File: src/rtl/dut_run_sequencer.sv
// Host-side run sequencer: writes the two-word problem header, drives the DUT
// run/busy handshake under a watchdog, then streams result words to the host.
module dut_run_sequencer #(
  parameter int ADDR_W         = 12,
  parameter int DATA_W         = 16,
  parameter int TIMEOUT_CYCLES = 4096
) (
  input  logic              clk,
  input  logic              reset_b,
  input  logic              start,
  input  logic [15:0]       cfg_num_inputs,
  input  logic [15:0]       cfg_input_width,
  input  logic [15:0]       cfg_dim,
  input  logic [15:0]       cfg_weight_width,
  input  logic [ADDR_W-1:0] cfg_num_outputs,
  output logic              seq_busy,
  output logic              done,
  output logic              timeout,
  output logic [ADDR_W-1:0] hdr_sram_write_address,
  output logic [DATA_W-1:0] hdr_sram_write_data,
  output logic              hdr_sram_write_enable,
  output logic [ADDR_W-1:0] hdr_wmem_write_address,
  output logic [DATA_W-1:0] hdr_wmem_write_data,
  output logic              hdr_wmem_write_enable,
  output logic              dut_run,
  input  logic              dut_busy,
  output logic [ADDR_W-1:0] res_sram_read_address,
  input  logic [DATA_W-1:0] res_sram_read_data,
  output logic              res_valid,
  output logic [DATA_W-1:0] res_data,
  output logic [ADDR_W-1:0] res_index,
  input  logic              res_ready
);

  // state   | meaning
  // S_IDLE  | waiting for start
  // S_HDR0  | header word 0 written to both memories
  // S_HDR1  | header word 1 written to both memories
  // S_RUNHI | dut_run high, waiting for dut_busy to rise
  // S_RUNLO | dut_run low, waiting for dut_busy to fall
  // S_RDADR | output SRAM address presented
  // S_RDDAT | output SRAM data captured into the result register
  // S_OUT   | result offered to the host until accepted
  // S_DONE  | one-cycle completion pulse
  typedef enum logic [3:0] {
    S_IDLE, S_HDR0, S_HDR1, S_RUNHI, S_RUNLO, S_RDADR, S_RDDAT, S_OUT, S_DONE
  } state_t;

  localparam int WD_W = $clog2(TIMEOUT_CYCLES + 1);
  localparam logic [WD_W-1:0] WD_LAST = WD_W'(TIMEOUT_CYCLES - 1);

  state_t            state_q, state_d;
  logic [15:0]       num_inputs_q, num_inputs_d;
  logic [15:0]       input_width_q, input_width_d;
  logic [15:0]       dim_q, dim_d;
  logic [15:0]       weight_width_q, weight_width_d;
  logic [ADDR_W-1:0] num_outputs_q, num_outputs_d;
  logic [ADDR_W-1:0] index_q, index_d;
  logic [WD_W-1:0]   wd_q, wd_d;
  logic              timeout_q, timeout_d;
  logic              res_valid_q, res_valid_d;
  logic [DATA_W-1:0] res_data_q, res_data_d;
  logic [ADDR_W-1:0] res_index_q, res_index_d;
  logic [ADDR_W-1:0] index_inc;

  assign index_inc = index_q + 1'b1;

  always_ff @(posedge clk or negedge reset_b) begin
    if (!reset_b) begin
      state_q        <= S_IDLE;
      num_inputs_q   <= '0;
      input_width_q  <= '0;
      dim_q          <= '0;
      weight_width_q <= '0;
      num_outputs_q  <= '0;
      index_q        <= '0;
      wd_q           <= '0;
      timeout_q      <= 1'b0;
      res_valid_q    <= 1'b0;
      res_data_q     <= '0;
      res_index_q    <= '0;
    end else begin
      state_q        <= state_d;
      num_inputs_q   <= num_inputs_d;
      input_width_q  <= input_width_d;
      dim_q          <= dim_d;
      weight_width_q <= weight_width_d;
      num_outputs_q  <= num_outputs_d;
      index_q        <= index_d;
      wd_q           <= wd_d;
      timeout_q      <= timeout_d;
      res_valid_q    <= res_valid_d;
      res_data_q     <= res_data_d;
      res_index_q    <= res_index_d;
    end
  end

  always_comb begin
    state_d                = state_q;
    num_inputs_d           = num_inputs_q;
    input_width_d          = input_width_q;
    dim_d                  = dim_q;
    weight_width_d         = weight_width_q;
    num_outputs_d          = num_outputs_q;
    index_d                = index_q;
    wd_d                   = wd_q;
    timeout_d              = timeout_q;
    res_valid_d            = res_valid_q;
    res_data_d             = res_data_q;
    res_index_d            = res_index_q;
    done                   = 1'b0;
    dut_run                = 1'b0;
    hdr_sram_write_address = '0;
    hdr_sram_write_data    = '0;
    hdr_sram_write_enable  = 1'b0;
    hdr_wmem_write_address = '0;
    hdr_wmem_write_data    = '0;
    hdr_wmem_write_enable  = 1'b0;
    res_sram_read_address  = '0;

    unique case (state_q)
      S_IDLE: begin
        if (start) begin
          num_inputs_d   = cfg_num_inputs;
          input_width_d  = cfg_input_width;
          dim_d          = cfg_dim;
          weight_width_d = cfg_weight_width;
          num_outputs_d  = cfg_num_outputs;
          timeout_d      = 1'b0;
          state_d        = S_HDR0;
        end
      end
      S_HDR0: begin
        hdr_sram_write_enable = 1'b1;
        hdr_sram_write_data   = DATA_W'(num_inputs_q);
        hdr_wmem_write_enable = 1'b1;
        hdr_wmem_write_data   = DATA_W'(dim_q);
        state_d               = S_HDR1;
      end
      S_HDR1: begin
        hdr_sram_write_enable  = 1'b1;
        hdr_sram_write_address = ADDR_W'(1);
        hdr_sram_write_data    = DATA_W'(input_width_q);
        hdr_wmem_write_enable  = 1'b1;
        hdr_wmem_write_address = ADDR_W'(1);
        hdr_wmem_write_data    = DATA_W'(weight_width_q);
        wd_d                   = '0;
        state_d                = S_RUNHI;
      end
      S_RUNHI: begin
        dut_run = 1'b1;
        if (dut_busy) begin
          wd_d    = '0;
          state_d = S_RUNLO;
        end else if (wd_q == WD_LAST) begin
          timeout_d = 1'b1;
          state_d   = S_DONE;
        end else begin
          wd_d = wd_q + 1'b1;
        end
      end
      S_RUNLO: begin
        // A busy fall in the expiry cycle still counts as a normal finish.
        if (!dut_busy) begin
          if (num_outputs_q == '0) begin
            state_d = S_DONE;
          end else begin
            index_d = '0;
            state_d = S_RDADR;
          end
        end else if (wd_q == WD_LAST) begin
          timeout_d = 1'b1;
          state_d   = S_DONE;
        end else begin
          wd_d = wd_q + 1'b1;
        end
      end
      S_RDADR: begin
        res_sram_read_address = index_q;
        state_d               = S_RDDAT;
      end
      S_RDDAT: begin
        res_data_d  = res_sram_read_data;
        res_index_d = index_q;
        res_valid_d = 1'b1;
        state_d     = S_OUT;
      end
      S_OUT: begin
        if (res_ready) begin
          res_valid_d = 1'b0;
          index_d     = index_inc;
          state_d     = (index_inc == num_outputs_q) ? S_DONE : S_RDADR;
        end
      end
      S_DONE: begin
        done    = 1'b1;
        state_d = S_IDLE;
      end
      default: state_d = S_IDLE;
    endcase
  end

  assign seq_busy  = (state_q != S_IDLE);
  assign timeout   = timeout_q;
  assign res_valid = res_valid_q;
  assign res_data  = res_data_q;
  assign res_index = res_index_q;

endmodule

File: config.mk
export PLATFORM = sky130hd
export DESIGN_NAME = dut_run_sequencer
export DESIGN_NICKNAME = d
export VERILOG_FILES = /design/src/rtl/dut_run_sequencer.sv
export SDC_FILE = /design/constraint.sdc
export NUM_CORES = 1
export LEC_CHECK = 0
export ABC_AREA = 1
export CORE_UTILIZATION = 35
export DETAILED_ROUTE_END_ITERATION = 10
export GPL_TIMING_DRIVEN = 0
export SYNTH_ARGS = -nofsm -noshare
export SYNTH_HDL_FRONTEND = slang
export SYNTH_SLANG_ARGS = --single-unit
File: constraint.sdc
create_clock -name clk -period 2.7 [get_ports clk]
set_clock_uncertainty 0.05 [all_clocks]
set_input_delay 0.27 -clock clk [delete_from_list [all_inputs] [get_ports clk]]
set_output_delay 0.27 -clock clk [all_outputs]
set_load 0.05 [all_outputs]
==> flow_metrics.py <==
metrics = {
    "outcome": {
        "outcome": "finished clean",
    },
    "setup_path": {
        "critPathArrivalTime_ns": 2.25,
        "criticalPathCategory": "register to primary output",
        "worstPathRequired_ns": 2.38,
        "startpoint_type": "register",
        "cp_max_fo": 10,
        "cp_slowest_cell": "dfrtp_1",
        "crit_path_end_kind": "primary output",
        "r2r.worst_path.cells": 14,
        "worst_path_dominant_cell_family": "buffers and inverters",
        "cpPeakStageDelay_ns": 0.51,
        "path_cells": "inv_2, nor2_1, nand2_1, inv_1, buf_2, a32o_1, clkdlybuf4s15_2",
        "path_depth": 7,
        "critPathBufInv": 4,
    },
    "power": {
        "p_int_mw": 5.779,
        "sw_frac_of_total_pct": 47.27,
        "p_switching_mw": 5.181,
        "leakage_nw": 4.663,
        "pwr-share-clk_pct": 20.4,
        "combinationalPowerShare_pct": 48.9,
        "peakVddDrop_uv": 585.4,
        "pwr-share-seq_pct": 30.7,
        "powerDensity_nw_per_um2": 1179,
        "power.total_mw": 10.96,
    },
    "sta": {
        "max_freq_mhz": 389.3,
        "fin_crit_sh_pct": 95.13,
        "setup_viol": 0,
        "tns_ns": 0,
        "relSlewSlack_pct": 58.01,
        "rsz0062_at_grt": "yes",
        "drv_slew": 0,
        "worst_pin_slew_ns": 0.6299,
        "layout_min_cycle_time_ns": 2.568,
        "hold_viol_final": 0,
    },
    "routing": {
        "drc": 0,
        "ant_nets": 0,
        "viasPerCell": 4.756,
        "routed_wl_um": 19770,
        "vias": 6244,
        "wire_per_inst_um": 15.06,
        "drt-initial-drc-count": 421,
        "drtPass1Iterations": 7,
    },
    "logic_synthesis": {
        "yosysSeqAreaShare_pct": 50.69,
        "syn_inst": 849,
        "synth_top_area_share_pct": 50.69,
        "yosysTopAreaCell": "dfrtp_1",
        "yosysWarningCount": 0,
        "synth.distinct_cells": 32,
        "syn_avg_cell_area_um2": 7.851,
        "synth-seq-cells": 135,
        "syn_area_um2": 6665,
        "ys_top_cells_by_area": "dfrtp_1 (51%), nand2_1 (21%), a32o_1 (4.8%)",
    },
    "placement": {
        "place_area_um2": 8837,
        "port_buffers": 177,
        "place_congestion": 0.8137,
        "dp.final_hpwl_um": 14530,
    },
    "global_routing": {
        "grt_pass1_wl_um": 31500,
        "grt_pass1_vias": 6038,
        "gr-total-overflow": 0,
        "grtUsageTotal_pct": 20.92,
        "antenna_found_initial": 0,
        "grt_max_degree": 74,
    },
    "clock_network": {
        "numCtsBuffers": 17,
        "clk_pin_slew_ns": 0.06,
        "insertion_delay_ns": 0.42,
        "cts_tree": "yes",
        "cts_sinks": 135,
        "htreeDepth": 4,
        "cts_root_buf": "clkbuf_16",
        "clock_path_buffers": 2,
    },
    "floorplanning": {
        "die-area_um2": 19600,
        "coreArea_um2": 18710,
        "io_pins": 200,
        "initial_core_util_pct": 35.63,
        "die_w_um": 140.0,
        "rows": 50,
        "die_h_um": 140.0,
    },
    "layout": {
        "drive_gt1_share_pct": 13.44,
        "fin_nets": 1167,
        "n_antenna_cell": 0,
        "finalInstanceArea_um2": 9293,
        "fillers": 1855,
        "final_common_cell": "nand2_1",
        "mostFrequentLayoutCells": "nand2_1 (366), dfrtp_1 (135), clkdlybuf4s50_1 (128)",
        "syn2layout_area_growth_pct": 39.42,
    },
    "worst_hold_path": {
        "whs_path_depth": 3,
        "holdCritPathClass": "input port to register",
    },
    "job": {
        "cap_violations": 0,
    },
}
[kinds of logic after synthesis]
kind of cell,after synthesis,synth area share [%]
adder cells (fa/ha/maj),2,0.3754
XOR/XNOR,4,0.5257
AO/OA/AOI/OAI,86,9.311
AND/OR/NAND/NOR,493,30.17
flip-flops,135,50.69
buffers and inverters,128,8.879
other,1,0.05626
[sequential cells by signal, indices dropped and copies added, names as in the netlist]
register,flops
res_index,12
state_q,4
num_outputs_q,12
dim_q,16
input_width_q,16
wd_q,13
res_valid,1
num_inputs_q,16
weight_width_q,16
res_data,16
timeout,1
index_q,12
[synthesized netlist by cell type, drive strengths merged]
cell	instances
a211oi	1
a21oi	3
a221oi	1
a32o	32
buf	39
clkbuf	19
conb	1
dfrtp	135
ha	2
inv	70
nand2	373
nand3	46
nand4	11
nor2	51
nor3	7
nor3b	1
nor4	4
o211ai	2
o21ai	38
o21bai	1
o22ai	8
xnor2	1
xor2	3
[worst paths after layout]
check                            start                      end  slack, ns
setup / recovery            state_q[1]  hdr_sram_write_data[15]       0.13
hold / removal             cfg_dim[14]                dim_q[14]       0.33
setup reg to reg            index_q[0]               state_q[2]       0.61
hold reg to reg            res_data[4]              res_data[4]       0.42
max in group asynchronous      reset_b              res_data[2]       1.46
min in group asynchronous      reset_b         input_width_q[2]       0.36
[power by group through the flow]
stage	registers, mW	clock network (mW)	logic (mW)
2_1_floorplan	3.86	0	3.19
3_3_place_gp	3.38	0	5.51
3_5_place_dp	3.39	0	5.56
4_1_cts	3.37	2.28	5.45
5_1_grt	3.46	2.37	5.83
6_report	3.37	2.24	5.35
[metrics by stage]
stage | hold WS [ns] | util, % | std cells | worst slack [ns]
floorplan | -0.07559 | - | 870 | 0.3848
global placement | 0.4045 | 47.09 | 1281 | -4.461
detailed placement | 0.2645 | 47.24 | 1282 | -0.3378
CTS | 0.3199 | 50.26 | 1313 | 0.0007190
global route | 0.3309 | 49.68 | 1313 | -0.01712
finish | 0.3269 | 49.68 | 1313 | 0.1315
[worst min-delay path, stage by stage]
cell             delay [ns]
clkdlybuf4s50_1        0.39
nand2_1                0.06
nand2_1                0.04
[final cells by class]
| class | count | area (um^2) | area share (%) |
|---|---|---|---|
| flip-flops and latches | 135 | 3378 | 36.35 |
| multi-input cells | 607 | 2784 | 29.96 |
| repair buffers | 179 | 1670 | 17.97 |
| clock buffers | 17 | 425.4 | 4.578 |
| plain buffers | 58 | 344.1 | 3.703 |
| well taps | 234 | 292.8 | 3.151 |
| inverters | 70 | 262.8 | 2.828 |
| clock inverters | 13 | 135.1 | 1.454 |
[metal layers]
metal	share of wire, %	global-route usage, %
met1	44	26.68
met2	48	34.21
met3	6.8	6.427
met4	1.2	5.899
met5	0	0
[timing repair]
item | CTS | global route
setup endpoints to repair | 48 | 45
hold endpoints to repair | 62 | 0
setup buffers | 0 | 0
hold buffers | 1 | 0
resized for setup | 83 | 65
(Power assumes the default switching activity.)
